**config.mk**
```make
export PLATFORM = sky130hd
export DESIGN_NAME = instr_fetch_flat
export DESIGN_NICKNAME = d
export VERILOG_FILES = /design/src/rtl/instr_fetch_if.sv /design/src/rtl/instr_fetch.sv /design/src/flat_wrapper.sv
export SDC_FILE = /design/constraint.sdc
export NUM_CORES = 1
export LEC_CHECK = 0
export BUFFER_PORTS_ARGS = -buffer_cell sky130_fd_sc_hd__buf_4
export CAP_MARGIN = 20
export CORE_MARGIN = 2
export CORE_UTILIZATION = 36
export DETAILED_ROUTE_END_ITERATION = 6
export PLACE_DENSITY = 0.68
export SETUP_SLACK_MARGIN = 0.1
export SLEW_MARGIN = 20
export SYNTH_ARGS = -nofsm -noshare
export SYNTH_HDL_FRONTEND = slang
export SYNTH_SLANG_ARGS = --single-unit
```
**constraint.sdc**
```tcl
create_clock -name clk -period 3.92 [get_ports clk]
set_input_delay 0.196 -clock clk [delete_from_list [all_inputs] [get_ports clk]]
set_output_delay 0.196 -clock clk [all_outputs]
set_load 0.02 [all_outputs]
```
**src/rtl/instr_fetch_if.sv**
```systemverilog
// Fetch-stage bus bundle: instruction memory read port, IR valid/ready output
// and the redirect input from execute. master = fetch unit, slave = its environment.
interface instr_fetch_if #(
    parameter int PC_WIDTH = 8
);
    logic                mem_rd_req;
    logic [PC_WIDTH-1:0] mem_rd_addr;
    logic                mem_rd_ack;
    logic [7:0]          mem_rd_data;

    logic                ir_valid;
    logic                ir_ready;
    logic [4:0]          ir_opcode;
    logic [2:0]          ir_operand;
    logic [PC_WIDTH-1:0] ir_pc;

    logic                redirect_en;
    logic [PC_WIDTH-1:0] redirect_pc;

    modport master (
        output mem_rd_req, mem_rd_addr,
        input  mem_rd_ack, mem_rd_data,
        output ir_valid, ir_opcode, ir_operand, ir_pc,
        input  ir_ready,
        input  redirect_en, redirect_pc
    );

    modport slave (
        input  mem_rd_req, mem_rd_addr,
        output mem_rd_ack, mem_rd_data,
        input  ir_valid, ir_opcode, ir_operand, ir_pc,
        output ir_ready,
        output redirect_en, redirect_pc
    );
endinterface

```
**src/rtl/instr_fetch.sv**
```systemverilog
// WF8 fetch stage: owns the PC, reads instruction bytes over req/ack and presents the IR.
// Define FETCH_PREFETCH_EN to add a 1-entry skid buffer that prefetches while the IR is held.
module instr_fetch #(
    parameter int                  PC_WIDTH = 8,
    parameter logic [PC_WIDTH-1:0] RESET_PC = '0
) (
    input logic           clk,
    input logic           rst,
    instr_fetch_if.master bus
);
    typedef enum logic [1:0] {IDLE, REQ, HOLD, DRAIN} state_t;

    localparam logic [PC_WIDTH-1:0] PC_ONE = 1;

    state_t              state, state_nxt;
    logic [PC_WIDTH-1:0] pc, ir_pc, drain_addr;
    logic [7:0]          ir;
    logic                ir_valid;

    logic                req, hit, ready, redir, hold_req;
    logic [PC_WIDTH-1:0] addr;

    logic                skid_full;
    logic [7:0]          skid_q;
    logic [PC_WIDTH-1:0] skid_pc;

    assign ready = bus.ir_ready;
    assign redir = bus.redirect_en;
    // ack only counts against a request we actually issued
    assign hit   = req & bus.mem_rd_ack;

`ifdef FETCH_PREFETCH_EN
    assign hold_req = ~skid_full;

    always_ff @(posedge clk) begin
        if (rst || redir) begin
            skid_full <= 1'b0;
        end else if (state == HOLD) begin
            if (ready) begin
                skid_full <= 1'b0;
            end else if (hit) begin
                skid_full <= 1'b1;
                skid_q    <= bus.mem_rd_data;
                skid_pc   <= pc;
            end
        end
    end
`else
    assign hold_req  = 1'b0;
    assign skid_full = 1'b0;
    assign skid_q    = '0;
    assign skid_pc   = '0;
`endif

    // State register
    always_ff @(posedge clk) begin
        if (rst) state <= IDLE;
        else     state <= state_nxt;
    end

    // Next-state logic; redirect outranks everything but reset
    always_comb begin
        state_nxt = state;
        unique case (state)
            IDLE:  state_nxt = REQ;
            REQ: begin
                if (redir)    state_nxt = hit ? REQ : DRAIN;
                else if (hit) state_nxt = HOLD;
            end
            HOLD: begin
                if (redir)                          state_nxt = (req && !hit) ? DRAIN : REQ;
                else if (ready && !skid_full && !hit) state_nxt = REQ;
            end
            DRAIN: if (hit) state_nxt = REQ;
            default: state_nxt = IDLE;
        endcase
    end

    // Output logic; DRAIN keeps the abandoned address on the bus until it is acked
    always_comb begin
        req  = 1'b0;
        addr = pc;
        unique case (state)
            REQ:   req = 1'b1;
            HOLD:  req = hold_req;
            DRAIN: begin
                req  = 1'b1;
                addr = drain_addr;
            end
            default: ;
        endcase
    end

    // PC / IR datapath
    always_ff @(posedge clk) begin
        if (rst) begin
            pc         <= RESET_PC;
            ir         <= 8'h00;
            ir_pc      <= RESET_PC;
            ir_valid   <= 1'b0;
            drain_addr <= RESET_PC;
        end else if (redir) begin
            pc       <= bus.redirect_pc;
            ir_valid <= 1'b0;
            if (req && !hit && state != DRAIN) drain_addr <= addr;
        end else begin
            unique case (state)
                REQ: begin
                    if (hit) begin
                        ir       <= bus.mem_rd_data;
                        ir_pc    <= pc;
                        pc       <= pc + PC_ONE;
                        ir_valid <= 1'b1;
                    end
                end
                HOLD: begin
                    if (ready) begin
                        if (skid_full) begin
                            ir    <= skid_q;
                            ir_pc <= skid_pc;
                        end else if (hit) begin
                            ir    <= bus.mem_rd_data;
                            ir_pc <= pc;
                            pc    <= pc + PC_ONE;
                        end else begin
                            ir_valid <= 1'b0;
                        end
                    end else if (hit) begin
                        pc <= pc + PC_ONE;
                    end
                end
                default: ;
            endcase
        end
    end

    assign bus.mem_rd_req  = req;
    assign bus.mem_rd_addr = addr;
    assign bus.ir_valid    = ir_valid;
    assign bus.ir_opcode   = ir[7:3];
    assign bus.ir_operand  = ir[2:0];
    assign bus.ir_pc       = ir_pc;
endmodule

```
**src/flat_wrapper.sv**
```systemverilog
// flat-port wrapper written by rule: the top's interface ports become plain ports
module instr_fetch_flat 
#(
    parameter int                  PC_WIDTH = 8,
    parameter logic [PC_WIDTH-1:0] RESET_PC = '0
)
  (clk, rst, bus_mem_rd_req, bus_mem_rd_addr, bus_mem_rd_ack, bus_mem_rd_data, bus_ir_valid, bus_ir_opcode, bus_ir_operand, bus_ir_pc, bus_ir_ready, bus_redirect_en, bus_redirect_pc);
  instr_fetch_if #(.PC_WIDTH(PC_WIDTH)) bus_i ();
  input logic clk;
  input logic rst;
  output wire logic [$bits(bus_i.mem_rd_req)-1:0] bus_mem_rd_req;
  output wire logic [$bits(bus_i.mem_rd_addr)-1:0] bus_mem_rd_addr;
  input wire logic [$bits(bus_i.mem_rd_ack)-1:0] bus_mem_rd_ack;
  input wire logic [$bits(bus_i.mem_rd_data)-1:0] bus_mem_rd_data;
  output wire logic [$bits(bus_i.ir_valid)-1:0] bus_ir_valid;
  output wire logic [$bits(bus_i.ir_opcode)-1:0] bus_ir_opcode;
  output wire logic [$bits(bus_i.ir_operand)-1:0] bus_ir_operand;
  output wire logic [$bits(bus_i.ir_pc)-1:0] bus_ir_pc;
  input wire logic [$bits(bus_i.ir_ready)-1:0] bus_ir_ready;
  input wire logic [$bits(bus_i.redirect_en)-1:0] bus_redirect_en;
  input wire logic [$bits(bus_i.redirect_pc)-1:0] bus_redirect_pc;
  assign bus_mem_rd_req = bus_i.mem_rd_req;
  assign bus_mem_rd_addr = bus_i.mem_rd_addr;
  assign bus_i.mem_rd_ack = bus_mem_rd_ack;
  assign bus_i.mem_rd_data = bus_mem_rd_data;
  assign bus_ir_valid = bus_i.ir_valid;
  assign bus_ir_opcode = bus_i.ir_opcode;
  assign bus_ir_operand = bus_i.ir_operand;
  assign bus_ir_pc = bus_i.ir_pc;
  assign bus_i.ir_ready = bus_ir_ready;
  assign bus_i.redirect_en = bus_redirect_en;
  assign bus_i.redirect_pc = bus_redirect_pc;
  instr_fetch #(.PC_WIDTH(PC_WIDTH), .RESET_PC(RESET_PC)) u_core (.clk(clk), .rst(rst), .bus(bus_i));
endmodule
```
# Word level (Yosys, flattened, before mapping)
# Index checks and enable logic that the tools add are counted.
[op_classes] addsub=1 n_eq_ne=10 mux=23 n_bitwise=2 reduce_logical=16
[ops] cell="8-bit 2-to-1 mux" n=8
[ops] cell="8-bit case mux with 2 select lines" n=2
[ops] cell="2-bit 2-to-1 mux" n=7
[ops] cell="8-bit by 1-bit adder with 8-bit output (second input constant)" n=1
[ops] cell="2-bit case mux with 4 select lines" n=1
[ops] cell="2-bit != test (second input constant)" n=3
[ops] cell="3-bit by 2-bit != test with 1-bit output (second input constant)" n=2
[ops] cell="3-bit AND reduction" n=2
[ops] cell="2-bit nonzero test" n=3
[ops] cell="2-bit OR reduction" n=3
[ops] cell="2-bit equality test (second input constant)" n=2
[ops] cell="1-bit 2-to-1 mux" n=4
[ops] cell="2-bit by 1-bit != test with 1-bit output (second input constant)" n=2
[ops] cell="2-bit AND reduction" n=2
[ops] cell="4-bit AND reduction" n=1
[ops] cell="1-bit logical AND" n=3
[ops] cell="2-bit by 1-bit equality test with 1-bit output (second input constant)" n=1
[ops] cell="2-bit logical NOT" n=1
[ops] cell="1-bit case mux with 2 select lines" n=1
[ops] cell="1-bit AND" n=1
[ops] cell="1-bit logical NOT" n=1
[ops] cell="1-bit NOT" n=1
[totals] ff_bits=35 inputBits=21 out_inout_bits=26 word_cells=58

# Logic depth before layout (Yosys ltp)
# Gate-level depths: netlist (run 1).
[depth] depth_word=9 mapped_depth=9 ltp_nobuf=6

# Least setup slack after synthesis (run 1)
# OpenSTA, ideal clock, no wires.
[synth_timing] kind="register to register" startpoint="register u_core.state[0]" endpoint="register u_core.ir_pc[5], in the netlist u_core.bus.ir_pc[5]" setup_ns=0.128 t_arrival_ns=1.721 required_time_ns=3.792 path_slack_ns=2.071 path_stages_with_launch=10 n_path_buf=3 period_less_slack_ns=1.849 path_cell_list="dfxtp_1 inv_1 ha_1 nand2b_1 buf_6 nor4b_4 buf_6 buf_12 mux2i_1 nor2_1"
[synth_via] elab_chain_cells=7 word_cells_on_any_way=12 classes_between="4 x eq/ne; 4 x mux; 1 x bitwise; 3 x reduce/logical"
[synth_rtl] element="from (decl)" line="instr_fetch.sv:15" text="state_t state, state_nxt;"
[synth_rtl] element="from (signal assigned)" line="instr_fetch.sv:58" text="else state <= state_nxt;"
[synth_rtl] element="2-bit equality test or 2-bit by 1-bit equality test with 1-bit output (tied branches)" line="instr_fetch.sv:83, instr_fetch.sv:107"
[synth_rtl] element="2-bit OR reduction (no source line)"
[synth_rtl] element="1-bit 2-to-1 mux" line="instr_fetch.sv:83" text="unique case (state)"
[synth_rtl] element="1-bit AND" line="instr_fetch.sv:30" text="assign hit = req & bus.mem_rd_ack;"
[synth_rtl] element="8-bit 2-to-1 mux (2 in series)"
[synth_rtl] element="8-bit case mux with 2 select lines" line="instr_fetch.sv:107" text="unique case (state)"
[synth_rtl] element="to (signal assigned)" line="instr_fetch.sv:111" text="ir_pc <= pc;"
[synth_rtl] element="to (signal assigned)" line="instr_fetch.sv:120" text="ir_pc <= skid_pc;"
[synth_rtl] element="to (signal assigned)" line="instr_fetch.sv:123" text="ir_pc <= pc;"
[synth_rtl] element="to (decl)" line="instr_fetch.sv:16" text="logic [PC_WIDTH-1:0] pc, ir_pc, drain_addr;"
# Parallel ways exist; a longest one is shown, timed or not. The select of a mux whose other input is x is not followed.
# A chain may end at the register's enable or synchronous reset.

# Worst setup path after layout (run 1)
[layout_timing] startpoint="register u_core.state[0]" endpoint="register u_core.ir[5]"
[layout_via] elab_chain_cells=7 word_cells_on_any_way=12 classes_between="4 x eq/ne; 4 x mux; 1 x bitwise; 3 x reduce/logical"
[layout_rtl] element="2-bit equality test or 2-bit by 1-bit equality test with 1-bit output (tied branches)" line="instr_fetch.sv:83, instr_fetch.sv:107"
[layout_rtl] element="2-bit OR reduction (no source line)"
[layout_rtl] element="1-bit 2-to-1 mux" line="instr_fetch.sv:83"
[layout_rtl] element="1-bit AND" line="instr_fetch.sv:30"
[layout_rtl] element="8-bit 2-to-1 mux (2 in series)"
[layout_rtl] element="8-bit case mux with 2 select lines" line="instr_fetch.sv:107"
[layout_rtl] element="to (signal assigned)" line="instr_fetch.sv:110" text="ir <= bus.mem_rd_data;"
[layout_rtl] element="to (signal assigned)" line="instr_fetch.sv:119" text="ir <= skid_q;"
[layout_rtl] element="to (signal assigned)" line="instr_fetch.sv:122" text="ir <= bus.mem_rd_data;"
[layout_rtl] element="to (decl)" line="instr_fetch.sv:17" text="logic [7:0] ir;"
# Parallel ways exist; a longest one is shown, timed or not. The select of a mux whose other input is x is not followed.

==> metrics.txt, run 1 <==
# TYPE chip_impl_metric gauge
chip_impl_info{name="post-synth-top-count-cell",value="sky130_fd_sc_hd__dfxtp_1"} 1
chip_impl_metric{name="worstSkewPairLatency",unit="ns"} 0.29
chip_impl_metric{name="drc",unit=""} 0
chip_impl_info{name="run_status",value="complete, no violations"} 1
chip_impl_metric{name="first_pass_iters",unit=""} 4
chip_impl_metric{name="syn-mean-instance-area",unit="sq um"} 9.78
chip_impl_metric{name="synth-seq-area-share",unit=""} 0.419
chip_impl_metric{name="global_route.usage.total",unit=""} 0.138
chip_impl_metric{name="timing_hold_violations_final",unit=""} 0
chip_impl_metric{name="htree_num_levels",unit=""} 2
chip_impl_metric{name="drive_gt1_frac",unit=""} 0.316
chip_impl_metric{name="ys_ff_latch",unit=""} 35
chip_impl_metric{name="p_sw_frac",unit=""} 0.284
chip_impl_metric{name="cts.repair.resized",unit=""} 0
chip_impl_info{name="crit_slowest_cell",value="sky130_fd_sc_hd__ha_1"} 1
chip_impl_info{name="crit_path_capture_type",value="flop"} 1
chip_impl_metric{name="netlist-cell-type-count",unit=""} 32
chip_impl_info{name="holdCritPathClass",value="input port to flop"} 1
chip_impl_metric{name="drt-total-wl",unit="mm"} 3.36
chip_impl_metric{name="power.share.sequential",unit=""} 0.419
chip_impl_metric{name="rrSetupSlack",unit="ns"} 1.57
chip_impl_info{name="crit_chain",value="ha_1 > nor2_1 > nor4b_4 > buf_4 > mux2i_1 > nor2_1"} 1
chip_impl_metric{name="gp_routability_congestion",unit=""} 0.743
chip_impl_info{name="synth.area.top_cells",value="sky130_fd_sc_hd__dfxtp_1 42%, sky130_fd_sc_hd__mux2i_1 14%, sky130_fd_sc_hd__nor2_1 7.4%, sky130_fd_sc_hd__mux2_2 4.7%, sky130_fd_sc_hd__xnor2_1 3.1%"} 1
chip_impl_metric{name="p_total",unit="uW"} 948
chip_impl_info{name="main_synth_ff_type",value="sky130_fd_sc_hd__dfxtp_1"} 1
chip_impl_metric{name="iteration_0_drc_count_of_the_detailed_router",unit=""} 72
chip_impl_metric{name="antenna_cells",unit=""} 0
chip_impl_metric{name="fmax",unit="MHz"} 426
chip_impl_metric{name="post_synth_edffs",unit=""} 0
chip_impl_metric{name="cts_buffers",unit=""} 5
chip_impl_metric{name="grt_start_max_net_pins",unit=""} 36
chip_impl_info{name="cts_tree",value="done"} 1
chip_impl_metric{name="grt_pass1_vias",unit=""} 1155
chip_impl_metric{name="floorplan.die_area",unit="sq um"} 5210
chip_impl_metric{name="clk_pin_slew",unit="ns"} 0.07
chip_impl_metric{name="ys_warn_count",unit=""} 0
chip_impl_metric{name="tightest_slew",unit="ns"} 0.744
chip_impl_metric{name="rows",unit=""} 24
chip_impl_metric{name="intPower",unit="uW"} 679
chip_impl_metric{name="netSwitchingPower",unit="uW"} 269
chip_impl_metric{name="hold_fix_buffer_count_after_cts",unit=""} 0
chip_impl_metric{name="filler_cell_count",unit=""} 414
chip_impl_metric{name="peakVddDrop",unit="mV"} 0.210
chip_impl_info{name="synth.largest_area_cell",value="sky130_fd_sc_hd__dfxtp_1"} 1
chip_impl_metric{name="worstPathArrival",unit="ns"} 2.51
chip_impl_info{name="grt_setup_unrepaired",value="no"} 1
chip_impl_metric{name="final_report_setup_violation_count",unit=""} 0
chip_impl_metric{name="boundaryPins",unit=""} 47
chip_impl_info{name="synth_cell_count_leaders",value="35 x sky130_fd_sc_hd__dfxtp_1, 33 x sky130_fd_sc_hd__nor2_1, 24 x sky130_fd_sc_hd__mux2i_1, 7 x sky130_fd_sc_hd__mux2_2"} 1
chip_impl_metric{name="nNetsFinal",unit=""} 239
chip_impl_metric{name="syn-num-nets",unit=""} 196
chip_impl_metric{name="grt_antenna_before_repair",unit=""} 0
chip_impl_metric{name="dpl.hpwl",unit="mm"} 2.37
chip_impl_info{name="worstSetupPathType",value="flop to flop"} 1
chip_impl_info{name="worst_setup_path_start_kind",value="flop"} 1
chip_impl_metric{name="die_height",unit="um"} 72.2
chip_impl_metric{name="synthCells",unit=""} 171
chip_impl_metric{name="start_util",unit=""} 0.379
chip_impl_metric{name="leak_pwr",unit="nW"} 0.847
chip_impl_metric{name="register_to_register_path_depth",unit=""} 6
chip_impl_metric{name="clock_power_share",unit=""} 0.349
chip_impl_info{name="reg2reg_to",value="u_core.ir[5]$_SDFFE_PP0P_"} 1
chip_impl_metric{name="buffer_ports.inserted",unit=""} 46
chip_impl_metric{name="synth_top_cell_area_share",unit=""} 0.419
chip_impl_metric{name="fin_worst_skew",unit="ns"} 0.00645
chip_impl_info{name="timing.rr.start",value="u_core.state[0]$_SDFFE_PP0P_"} 1
chip_impl_info{name="crit_path_start",value="u_core.state[0]$_SDFFE_PP0P_"} 1
chip_impl_metric{name="detail_route.wl_per_cell",unit="um"} 12.6
chip_impl_info{name="critPathMostFrequentCell",value="sky130_fd_sc_hd__nor2_1"} 1
chip_impl_metric{name="vias_per_cell",unit=""} 4.95
chip_impl_metric{name="final_max_slew_viol_count",unit=""} 0
chip_impl_metric{name="globalRoute.totalOverflow",unit=""} 0
chip_impl_metric{name="post_cts_buffers",unit=""} 0
chip_impl_metric{name="route.vias.total",unit=""} 1322
chip_impl_metric{name="layout_worst_path_cycle_share",unit=""} 0.599
chip_impl_metric{name="ys_async_sr_fraction",unit=""} 0
chip_impl_metric{name="core_area",unit="sq um"} 4410
chip_impl_metric{name="clock_sinks",unit=""} 35
chip_impl_metric{name="max-slew-margin-rel",unit=""} 0.502
chip_impl_info{name="root_buffer",value="sky130_fd_sc_hd__clkbuf_8"} 1
chip_impl_metric{name="combPwrFrac",unit=""} 0.232
chip_impl_metric{name="number_of_buffers_on_the_longest_clock_path",unit=""} 2
chip_impl_metric{name="flow.area_growth_from_synthesis",unit="%"} 27.2
chip_impl_metric{name="chipWidth",unit="um"} 72.2
chip_impl_metric{name="critPathMaxFanout",unit=""} 13
chip_impl_metric{name="netlist_area",unit="sq um"} 1670
chip_impl_metric{name="required",unit="ns"} 4.08
chip_impl_metric{name="cap_viol_max_count",unit=""} 0
chip_impl_metric{name="max_stage_delay",unit="ns"} 0.48
chip_impl_metric{name="postRouteAntennaNets",unit=""} 0
chip_impl_metric{name="grt_pass1_wl",unit="mm"} 5.50
chip_impl_metric{name="min_period",unit="ns"} 2.35
chip_impl_info{name="critPathCapture",value="u_core.ir[5]$_SDFFE_PP0P_"} 1
chip_impl_metric{name="timing.setup.tns",unit="ns"} 0
chip_impl_metric{name="power_density",unit="nW/um^2"} 446
[worst min-delay path by stage]
stage | start | end | slack (ns) | cells after the start
after detailed placement | bus_mem_rd_data[3] | u_core.ir[3]$_SDFFE_PP0P_ | 0.44 | 3
after floorplan | bus_mem_rd_data[7] | u_core.ir[7]$_SDFFE_PP0P_ | 0.34 | 2
final | bus_mem_rd_data[7] | u_core.ir[7]$_SDFFE_PP0P_ | 0.14 | 3
after global placement | bus_mem_rd_data[4] | u_core.ir[4]$_SDFFE_PP0P_ | 0.43 | 3
after global routing | bus_mem_rd_data[0] | u_core.ir[0]$_SDFFE_PP0P_ | 0.13 | 3
after CTS | bus_mem_rd_data[7] | u_core.ir[7]$_SDFFE_PP0P_ | 0.13 | 3
[cells by family (layout without fill, tap and decap cells)]
logic type / count (synthesis) / in the layout / synth area share
and+or+nand+nor: 57 / 57 / 0.174
buffers and inverters: 16 / 60 / 0.0598
xor gates and xnor gates: 6 / 6 / 0.0314
adders and majority gates: 4 / 4 / 0.0299
DFF: 35 / 35 / 0.419
muxes: 31 / 31 / 0.191
AOI/OAI and AO/OA: 22 / 22 / 0.0957
[cell usage in the layout, fill, tap and decap left out]
| cell type | instances |
|---|---|
| sky130_fd_sc_hd__buf_4 | 47 |
| sky130_fd_sc_hd__mux2i_1 | 24 |
| sky130_fd_sc_hd__nor3_1 | 4 |
| sky130_fd_sc_hd__a31o_2 | 1 |
| sky130_fd_sc_hd__a211oi_2 | 1 |
| sky130_fd_sc_hd__a21oi_1 | 3 |
| sky130_fd_sc_hd__clkbuf_8 | 6 |
| sky130_fd_sc_hd__inv_1 | 5 |
| sky130_fd_sc_hd__bufinv_16 | 1 |
| sky130_fd_sc_hd__mux2_2 | 7 |
| sky130_fd_sc_hd__and4_1 | 1 |
| sky130_fd_sc_hd__ha_1 | 4 |
| sky130_fd_sc_hd__nor4b_4 | 1 |
| sky130_fd_sc_hd__a311oi_1 | 3 |
| sky130_fd_sc_hd__nor3b_1 | 1 |
| sky130_fd_sc_hd__a31oi_1 | 2 |
| sky130_fd_sc_hd__nand4_1 | 1 |
| sky130_fd_sc_hd__nand3_1 | 2 |
| sky130_fd_sc_hd__nand2_1 | 6 |
| sky130_fd_sc_hd__nor2_4 | 1 |
| sky130_fd_sc_hd__a22oi_1 | 2 |
| sky130_fd_sc_hd__a211oi_1 | 6 |
| sky130_fd_sc_hd__nor4_2 | 1 |
| sky130_fd_sc_hd__xnor2_1 | 6 |
| sky130_fd_sc_hd__dfxtp_1 | 35 |
| sky130_fd_sc_hd__nand2b_1 | 5 |
| sky130_fd_sc_hd__clkinv_2 | 1 |
| sky130_fd_sc_hd__nor2_1 | 33 |
| sky130_fd_sc_hd__o21bai_1 | 2 |
| sky130_fd_sc_hd__o21ai_0 | 2 |
| sky130_fd_sc_hd__and4bb_2 | 1 |
[worst max-delay path, delay by kind of cell (launching register included)]
| kind | cells | cell delay, ns |
|---|---|---|
| fa+ha+maj | 1 | 0.48 |
| buf+inv | 1 | 0.33 |
| flops | 1 | 0.37 |
| mux | 1 | 0.22 |
| simple gates | 3 | 0.82 |
[area by class of cell]
cell class,instances,area (sq um),area share
inverter,5,18.8,0.00882
clock buffer,6,82.6,0.0388
clock inverter,2,35.0,0.0165
tap,52,65.1,0.0306
sequential,35,701,0.329
multi-input combinational,120,872,0.410
timing repair buffer,47,353,0.166
[flip-flops by register name, indices dropped and copies added (netlist names)]
register	cells
u_core.ir	8
u_core.state	2
u_core.drain_addr	8
u_core.pc	8
u_core.bus.ir_pc	8
u_core.bus.ir_valid	1
[power groups by stage]
stage                     clock network [mW]  logic [mW]  registers, mW
after detailed placement                   0       0.219          0.405
after global placement                     0       0.221          0.404
final                                  0.331       0.220          0.397
after floorplan                            0       0.166          0.407
after global routing                   0.363       0.241          0.399
after CTS                              0.342       0.221          0.397
[per-layer routing]
layer,up-vias,part of all wire,global-route usage
met5,-,0,0
met4,0,0.018,0.0692
met3,5,0.043,0.0389
met2,27,0.46,0.198
met1,608,0.48,0.188
li1,682,-,-
[stage by stage]
step / utilization / cells / setup WS (ns) / cell area [sq um] / hold slack, ns
final: 0.482 / 267 / 1.57 / 2130 / 0.139
after global routing: 0.482 / 267 / 1.32 / 2130 / 0.135
after CTS: 0.482 / 267 / 1.55 / 2130 / 0.133
after detailed placement: 0.455 / 259 / 1.58 / 2010 / 0.438
after global placement: 0.455 / 259 / 1.62 / 2010 / 0.430
after floorplan: - / 171 / 2.07 / 1670 / 0.343
Power figures use the tool's default switching activity.
==> run 2: changes to the inputs <==
clock period = 2.4 ns   (was 3.92 ns; I/O delays follow)
==> run 2 against run 1 <==
First-iteration DRC count down 26%; design area up 0.18%; clock power up 38%; wire length up 6.3%; largest power group unchanged; setup slack worse by 1.2 ns.
==> metrics.txt, run 2 (same netlist as run 1, synthesis figures left out) <==
# TYPE chip_impl_metric gauge
chip_impl_info{name="run_status",value="complete, no violations"} 1
chip_impl_metric{name="core_area",unit="sq um"} 4410
chip_impl_metric{name="worstSkewPairLatency",unit="ns"} 0.29
chip_impl_metric{name="grt_pass1_wl",unit="mm"} 5.95
chip_impl_metric{name="power_density",unit="nW/um^2"} 695
chip_impl_metric{name="globalRoute.totalOverflow",unit=""} 0
chip_impl_metric{name="antenna_cells",unit=""} 0
chip_impl_metric{name="flow.area_growth_from_synthesis",unit="%"} 27.4
chip_impl_metric{name="timing.setup.tns",unit="ns"} 0
chip_impl_metric{name="timing_hold_violations_final",unit=""} 0
chip_impl_info{name="worstSetupPathType",value="flop to flop"} 1
chip_impl_info{name="timing.rr.start",value="u_core.state[0]$_SDFFE_PP0P_"} 1
chip_impl_metric{name="min_path_cells",unit=""} 3
chip_impl_metric{name="drive_gt1_frac",unit=""} 0.326
chip_impl_metric{name="floorplan.die_area",unit="sq um"} 5210
chip_impl_metric{name="final_max_slew_viol_count",unit=""} 0
chip_impl_info{name="mostFrequentLayoutCell",value="sky130_fd_sc_hd__buf_4"} 1
chip_impl_metric{name="peakVddDrop",unit="mV"} 0.283
chip_impl_metric{name="first_pass_iters",unit=""} 4
chip_impl_metric{name="clock_sinks",unit=""} 35
chip_impl_metric{name="critPathMaxFanout",unit=""} 13
chip_impl_info{name="crit_path_capture_type",value="flop"} 1
chip_impl_metric{name="multiInputGateArea",unit="sq um"} 872
chip_impl_info{name="worst_setup_path_start_kind",value="flop"} 1
chip_impl_metric{name="combPwrFrac",unit=""} 0.255
chip_impl_metric{name="finalHoldWorstSlack",unit="ns"} 0.0561
chip_impl_metric{name="htree_num_levels",unit=""} 2
chip_impl_metric{name="number_of_buffers_on_the_longest_clock_path",unit=""} 2
chip_impl_metric{name="chipWidth",unit="um"} 72.2
chip_impl_metric{name="required",unit="ns"} 2.57
chip_impl_metric{name="boundaryPins",unit=""} 47
chip_impl_metric{name="register_to_register_path_depth",unit=""} 7
chip_impl_metric{name="post_cts_buffers",unit=""} 0
chip_impl_metric{name="cts_buffers",unit=""} 5
chip_impl_metric{name="grt_antenna_before_repair",unit=""} 0
chip_impl_info{name="root_buffer",value="sky130_fd_sc_hd__clkbuf_8"} 1
chip_impl_metric{name="leak_pwr",unit="nW"} 0.849
chip_impl_metric{name="layout_worst_path_cycle_share",unit=""} 0.852
chip_impl_metric{name="iteration_0_drc_count_of_the_detailed_router",unit=""} 53
chip_impl_metric{name="detail_route.wl_per_cell",unit="um"} 13.2
chip_impl_metric{name="postLayoutSetupSlackWorst",unit="ns"} 0.354
chip_impl_metric{name="netSwitchingPower",unit="uW"} 462
chip_impl_info{name="holdCritStartpoint",value="bus_mem_rd_data[4]"} 1
chip_impl_metric{name="clk_pin_slew",unit="ns"} 0.08
chip_impl_info{name="layout_common_cells",value="50 x sky130_fd_sc_hd__buf_4, 35 x sky130_fd_sc_hd__dfxtp_1, 33 x sky130_fd_sc_hd__nor2_1"} 1
chip_impl_metric{name="route.vias.total",unit=""} 1340
chip_impl_metric{name="filler_cell_count",unit=""} 436
chip_impl_info{name="hold_path_end",value="u_core.ir[4]$_SDFFE_PP0P_"} 1
chip_impl_metric{name="intPower",unit="mW"} 1.02
chip_impl_metric{name="start_util",unit=""} 0.379
chip_impl_metric{name="seqCellArea",unit="sq um"} 701
chip_impl_metric{name="nNetsFinal",unit=""} 242
chip_impl_metric{name="vias_per_cell",unit=""} 4.96
chip_impl_metric{name="global_route.usage.total",unit=""} 0.147
chip_impl_metric{name="die_height",unit="um"} 72.2
chip_impl_metric{name="rows",unit=""} 24
chip_impl_metric{name="drc",unit=""} 0
chip_impl_metric{name="max-slew-margin-rel",unit=""} 0.675
chip_impl_metric{name="postRouteAntennaNets",unit=""} 0
chip_impl_metric{name="hold_fix_buffer_count_after_cts",unit=""} 0
chip_impl_info{name="cts_tree",value="done"} 1
chip_impl_metric{name="p_sw_frac",unit=""} 0.312
chip_impl_info{name="grt_setup_unrepaired",value="no"} 1
chip_impl_metric{name="buffer_ports.inserted",unit=""} 46
chip_impl_metric{name="layout.cell_area.non_filler",unit="sq um"} 2130
chip_impl_metric{name="min_period",unit="ns"} 2.05
chip_impl_metric{name="dpl.hpwl",unit="mm"} 2.57
chip_impl_metric{name="dpl_cell_area",unit="sq um"} 2030
chip_impl_metric{name="cap_viol_max_count",unit=""} 0
chip_impl_metric{name="final_report_setup_violation_count",unit=""} 0
chip_impl_metric{name="drt-total-wl",unit="mm"} 3.57
chip_impl_metric{name="grt_start_max_net_pins",unit=""} 36
chip_impl_metric{name="cts.repair.resized",unit=""} 0
chip_impl_metric{name="fin_worst_skew",unit="ns"} 0.0107
chip_impl_metric{name="rrSetupSlack",unit="ns"} 0.35
chip_impl_metric{name="power.share.sequential",unit=""} 0.437
chip_impl_info{name="reg2reg_to",value="u_core.ir[6]$_SDFFE_PP0P_"} 1
chip_impl_metric{name="tightest_slew",unit="ns"} 0.487
chip_impl_info{name="holdCritPathClass",value="input port to flop"} 1
chip_impl_metric{name="place_ws",unit="ns"} 0.357
chip_impl_metric{name="grt_pass1_vias",unit=""} 1315
chip_impl_metric{name="gp_routability_congestion",unit=""} 0.796
chip_impl_metric{name="clock_power_share",unit=""} 0.308
chip_impl_metric{name="fmax",unit="MHz"} 489
chip_impl_metric{name="worstPathArrival",unit="ns"} 2.22
chip_impl_metric{name="p_total",unit="mW"} 1.48
run 2: worst max path at each step:
stage / start / to / slack [ns] / depth (start not counted)
final: u_core.state[0]$_SDFFE_PP0P_ / u_core.ir[6]$_SDFFE_PP0P_ / 0.35 / 7
after global routing: u_core.state[0]$_SDFFE_PP0P_ / u_core.ir[3]$_SDFFE_PP0P_ / 0.17 / 7
after floorplan: u_core.state[0]$_SDFFE_PP0P_ / u_core.bus.ir_pc[6]$_SDFFE_PP0P_ / 0.55 / 9
after CTS: u_core.state[0]$_SDFFE_PP0P_ / u_core.bus.ir_pc[4]$_SDFFE_PP0P_ / 0.35 / 7
after global placement: u_core.state[0]$_SDFFE_PP0P_ / u_core.bus.ir_pc[2]$_SDFFE_PP0P_ / 0.40 / 7
after detailed placement: u_core.state[0]$_SDFFE_PP0P_ / u_core.ir[6]$_SDFFE_PP0P_ / 0.36 / 7
run 2: routing by layer:
layer  vias to the layer above  track usage  part of all wire  wire (um)
met3                         6       0.0431             0.056        200
met2                        32        0.233              0.47       1690
met1                       612        0.187              0.45       1620
li1                        690            -                 -          -
met4                         0       0.0566             0.017         61
met5                         -            0                 0          0
run 2: power by group through the flow:
stage	registers, mW	clock network, mW	logic [mW]
floorplan	0.665	0	0.272
global placement	0.661	0	0.374
detailed placement	0.661	0	0.378
CTS	0.648	0.471	0.379
global route	0.654	0.491	0.411
finish	0.647	0.456	0.377
run 2: worst max-delay path, stage by stage (launching register included):
cell	delay [ns]
sky130_fd_sc_hd__dfxtp_1	0.36
sky130_fd_sc_hd__inv_1	0.07
sky130_fd_sc_hd__ha_1	0.33
sky130_fd_sc_hd__nand2b_1	0.32
sky130_fd_sc_hd__nor4b_4	0.29
sky130_fd_sc_hd__buf_4	0.30
sky130_fd_sc_hd__mux2i_1	0.21
sky130_fd_sc_hd__nor2_1	0.06
run 2: layout make-up:
cell class	instances	area share
multi-input combinational	120	0.409
sequential	35	0.329
timing repair buffer	50	0.176
clock buffer	6	0.0388
tap	52	0.0305
inverter	5	0.00881
clock inverter	2	0.00763
run 2: metrics by stage:
stage	std cells	utilization
3_3_place_gp	262	0.460
3_5_place_dp	262	0.460
5_1_grt	270	0.483
2_1_floorplan	171	-
4_1_cts	270	0.483
6_report	270	0.483
==> run 3: changes to the inputs <==
SETUP_SLACK_MARGIN = 0.4   (was 0.1)
==> run 3 against run 2 <==
Sequential cell count did not move; maximum frequency rose by 7.1%; global-route usage about the same; power grew 0.84%; first-iteration DRC count decreased by 28%; clock power hardly changed; critical endpoint unchanged; largest power group unchanged.
==> metrics.txt, run 3 (same netlist as run 1, synthesis figures left out) <==
# TYPE chip_impl_metric gauge
chip_impl_metric{name="first_pass_iters",unit=""} 4
chip_impl_metric{name="postLayoutSetupSlackWorst",unit="ns"} 0.490
chip_impl_info{name="root_buffer",value="sky130_fd_sc_hd__clkbuf_8"} 1
chip_impl_metric{name="p_sw_frac",unit=""} 0.311
chip_impl_metric{name="hold_fix_buffer_count_after_cts",unit=""} 0
chip_impl_metric{name="worstPathArrival",unit="ns"} 2.08
chip_impl_metric{name="nNetsFinal",unit=""} 243
chip_impl_metric{name="htree_num_levels",unit=""} 2
chip_impl_info{name="cts_tree",value="done"} 1
chip_impl_metric{name="drc",unit=""} 0
chip_impl_metric{name="number_of_buffers_on_the_longest_clock_path",unit=""} 2
chip_impl_metric{name="clock_power_share",unit=""} 0.304
chip_impl_metric{name="chipWidth",unit="um"} 72.2
chip_impl_metric{name="boundaryPins",unit=""} 47
chip_impl_info{name="holdCritPathClass",value="input port to flop"} 1
chip_impl_info{name="crit_path_start",value="u_core.state[0]$_SDFFE_PP0P_"} 1
chip_impl_metric{name="worstSkewPairLatency",unit="ns"} 0.29
chip_impl_metric{name="fmax",unit="MHz"} 524
chip_impl_metric{name="postRouteAntennaNets",unit=""} 0
chip_impl_metric{name="grt_antenna_before_repair",unit=""} 0
chip_impl_metric{name="peakVddDrop",unit="mV"} 0.284
chip_impl_metric{name="cts_buffers",unit=""} 5
chip_impl_metric{name="clock_sinks",unit=""} 35
chip_impl_metric{name="min_period",unit="ns"} 1.91
chip_impl_metric{name="fin_worst_skew",unit="ns"} 0.0103
chip_impl_info{name="critPathCapture",value="u_core.ir[6]$_SDFFE_PP0P_"} 1
chip_impl_metric{name="rrSetupSlack",unit="ns"} 0.49
chip_impl_info{name="layout_common_cells",value="50 x sky130_fd_sc_hd__buf_4, 34 x sky130_fd_sc_hd__dfxtp_1, 33 x sky130_fd_sc_hd__nor2_1"} 1
chip_impl_metric{name="clk_pin_slew",unit="ns"} 0.08
chip_impl_metric{name="cap_viol_max_count",unit=""} 0
chip_impl_metric{name="iteration_0_drc_count_of_the_detailed_router",unit=""} 38
chip_impl_metric{name="start_util",unit=""} 0.379
chip_impl_metric{name="power.share.sequential",unit=""} 0.435
chip_impl_metric{name="grt_start_max_net_pins",unit=""} 36
chip_impl_metric{name="leak_pwr",unit="nW"} 0.862
chip_impl_metric{name="critPathMaxFanout",unit=""} 9
chip_impl_metric{name="drt-total-wl",unit="mm"} 3.66
chip_impl_metric{name="buffer_ports.inserted",unit=""} 46
chip_impl_info{name="grt_setup_unrepaired",value="no"} 1
chip_impl_metric{name="global_route.usage.total",unit=""} 0.147
chip_impl_info{name="reg2reg_to",value="u_core.ir[6]$_SDFFE_PP0P_"} 1
chip_impl_metric{name="final_max_slew_viol_count",unit=""} 0
chip_impl_metric{name="final_report_setup_violation_count",unit=""} 0
chip_impl_metric{name="layout_worst_path_cycle_share",unit=""} 0.796
chip_impl_info{name="worstSetupPathType",value="flop to flop"} 1
chip_impl_info{name="timing.rr.start",value="u_core.state[0]$_SDFFE_PP0P_"} 1
chip_impl_info{name="crit_path_capture_type",value="flop"} 1
chip_impl_metric{name="final-instance-count-excl-fill",unit=""} 271
chip_impl_metric{name="timing.setup.tns",unit="ns"} 0
chip_impl_metric{name="rows",unit=""} 24
chip_impl_metric{name="tightest_slew",unit="ns"} 0.497
chip_impl_metric{name="power_density",unit="nW/um^2"} 694
chip_impl_metric{name="detail_route.wl_per_cell",unit="um"} 13.5
chip_impl_metric{name="route.vias.total",unit=""} 1346
chip_impl_metric{name="die_height",unit="um"} 72.2
chip_impl_metric{name="filler_cell_count",unit=""} 436
chip_impl_metric{name="gp_routability_congestion",unit=""} 0.796
chip_impl_metric{name="combPwrFrac",unit=""} 0.261
chip_impl_metric{name="antenna_cells",unit=""} 0
chip_impl_metric{name="max-slew-margin-rel",unit=""} 0.668
chip_impl_metric{name="intPower",unit="mW"} 1.03
chip_impl_info{name="run_status",value="complete, no violations"} 1
chip_impl_metric{name="grt_pass1_wl",unit="mm"} 5.96
chip_impl_metric{name="floorplan.die_area",unit="sq um"} 5210
chip_impl_metric{name="grt_pass1_vias",unit=""} 1315
chip_impl_info{name="mostFrequentLayoutCell",value="sky130_fd_sc_hd__buf_4"} 1
chip_impl_metric{name="register_to_register_path_depth",unit=""} 7
chip_impl_metric{name="drive_gt1_frac",unit=""} 0.338
chip_impl_metric{name="placedCellCount",unit=""} 262
chip_impl_metric{name="vias_per_cell",unit=""} 4.97
chip_impl_metric{name="netSwitchingPower",unit="uW"} 464
chip_impl_metric{name="globalRoute.totalOverflow",unit=""} 0
chip_impl_metric{name="flow.area_growth_from_synthesis",unit="%"} 28.6
chip_impl_metric{name="core_area",unit="sq um"} 4410
chip_impl_info{name="worst_setup_path_start_kind",value="flop"} 1
chip_impl_metric{name="place_ws",unit="ns"} 0.357
chip_impl_metric{name="timing_hold_violations_final",unit=""} 0
chip_impl_metric{name="dpl.hpwl",unit="mm"} 2.57
chip_impl_metric{name="required",unit="ns"} 2.57
[run 3: changes by cell type in the layout (fill, tap and decap cells not counted), sizes merged]
| cell | delta |
|---|---|
| buf | +1 |
[run 3: area by class of cell]
class | count | area (sq um) | area share
Tap cell | 52 | 65.1 | 0.0303
Clock inverter | 2 | 16.3 | 0.00756
Sequential cell | 35 | 702 | 0.326
Clock buffer | 6 | 82.6 | 0.0384
Timing Repair Buffer | 51 | 387 | 0.180
Inverter | 5 | 18.8 | 0.00873
Multi-Input combinational cell | 120 | 880 | 0.409
[run 3: stage by stage]
step	area (sq um)	hold slack, ns	util	total power, mW
floorplan	1670	0.267	-	0.937
global placement	2030	0.353	0.460	1.03
detailed placement	2030	0.359	0.460	1.04
CTS	2140	0.0516	0.484	1.50
global route	2150	0.0658	0.487	1.57
finish	2150	0.0564	0.487	1.49
[run 3: power groups by stage]
| stage | clock network [mW] | registers, mW | logic [mW] |
|---|---|---|---|
| 6_report | 0.454 | 0.649 | 0.389 |
| 5_1_grt | 0.491 | 0.656 | 0.423 |
| 4_1_cts | 0.471 | 0.648 | 0.382 |
| 3_5_place_dp | 0 | 0.661 | 0.378 |
| 3_3_place_gp | 0 | 0.661 | 0.374 |
| 2_1_floorplan | 0 | 0.665 | 0.272 |
[run 3: worst min-delay path by stage]
stage	startpoint	end	slack (ns)	cells past startpoint
finish	bus_mem_rd_data[2]	u_core.ir[2]$_SDFFE_PP0P_	0.06	3
global route	bus_mem_rd_data[1]	u_core.ir[1]$_SDFFE_PP0P_	0.07	3
CTS	bus_mem_rd_data[2]	u_core.ir[2]$_SDFFE_PP0P_	0.05	3
detailed placement	bus_mem_rd_data[4]	u_core.ir[4]$_SDFFE_PP0P_	0.36	3
global placement	bus_mem_rd_data[7]	u_core.ir[7]$_SDFFE_PP0P_	0.35	3
floorplan	bus_mem_rd_data[7]	u_core.ir[7]$_SDFFE_PP0P_	0.27	2
[run 3: what timing repair did]
| action | 4_1_cts | 5_1_grt |
|---|---|---|
| gates cloned | 0 | 1 |
| endpoints found under the setup margin | 13 | 13 |
| resized for setup | 2 | 4 |
| pin swaps | 0 | 1 |
| hold endpoints to repair | 0 | 0 |
| setup buffers | 0 | 0 |
[run 3: metal layers]
layer | routed length [um] | global-route usage
met3 | 218 | 0.0431
met1 | 1660 | 0.188
met2 | 1720 | 0.233
met4 | 61 | 0.0566
met5 | 0 | 0
[run 3: critical path, cell delays in order, from the launching register on]
cell,delay [ns]
sky130_fd_sc_hd__dfxtp_2,0.34
sky130_fd_sc_hd__inv_1,0.05
sky130_fd_sc_hd__ha_1,0.33
sky130_fd_sc_hd__nand2b_4,0.20
sky130_fd_sc_hd__nor4b_4,0.37
sky130_fd_sc_hd__buf_4,0.24
sky130_fd_sc_hd__mux2i_1,0.19
sky130_fd_sc_hd__nor2_1,0.06
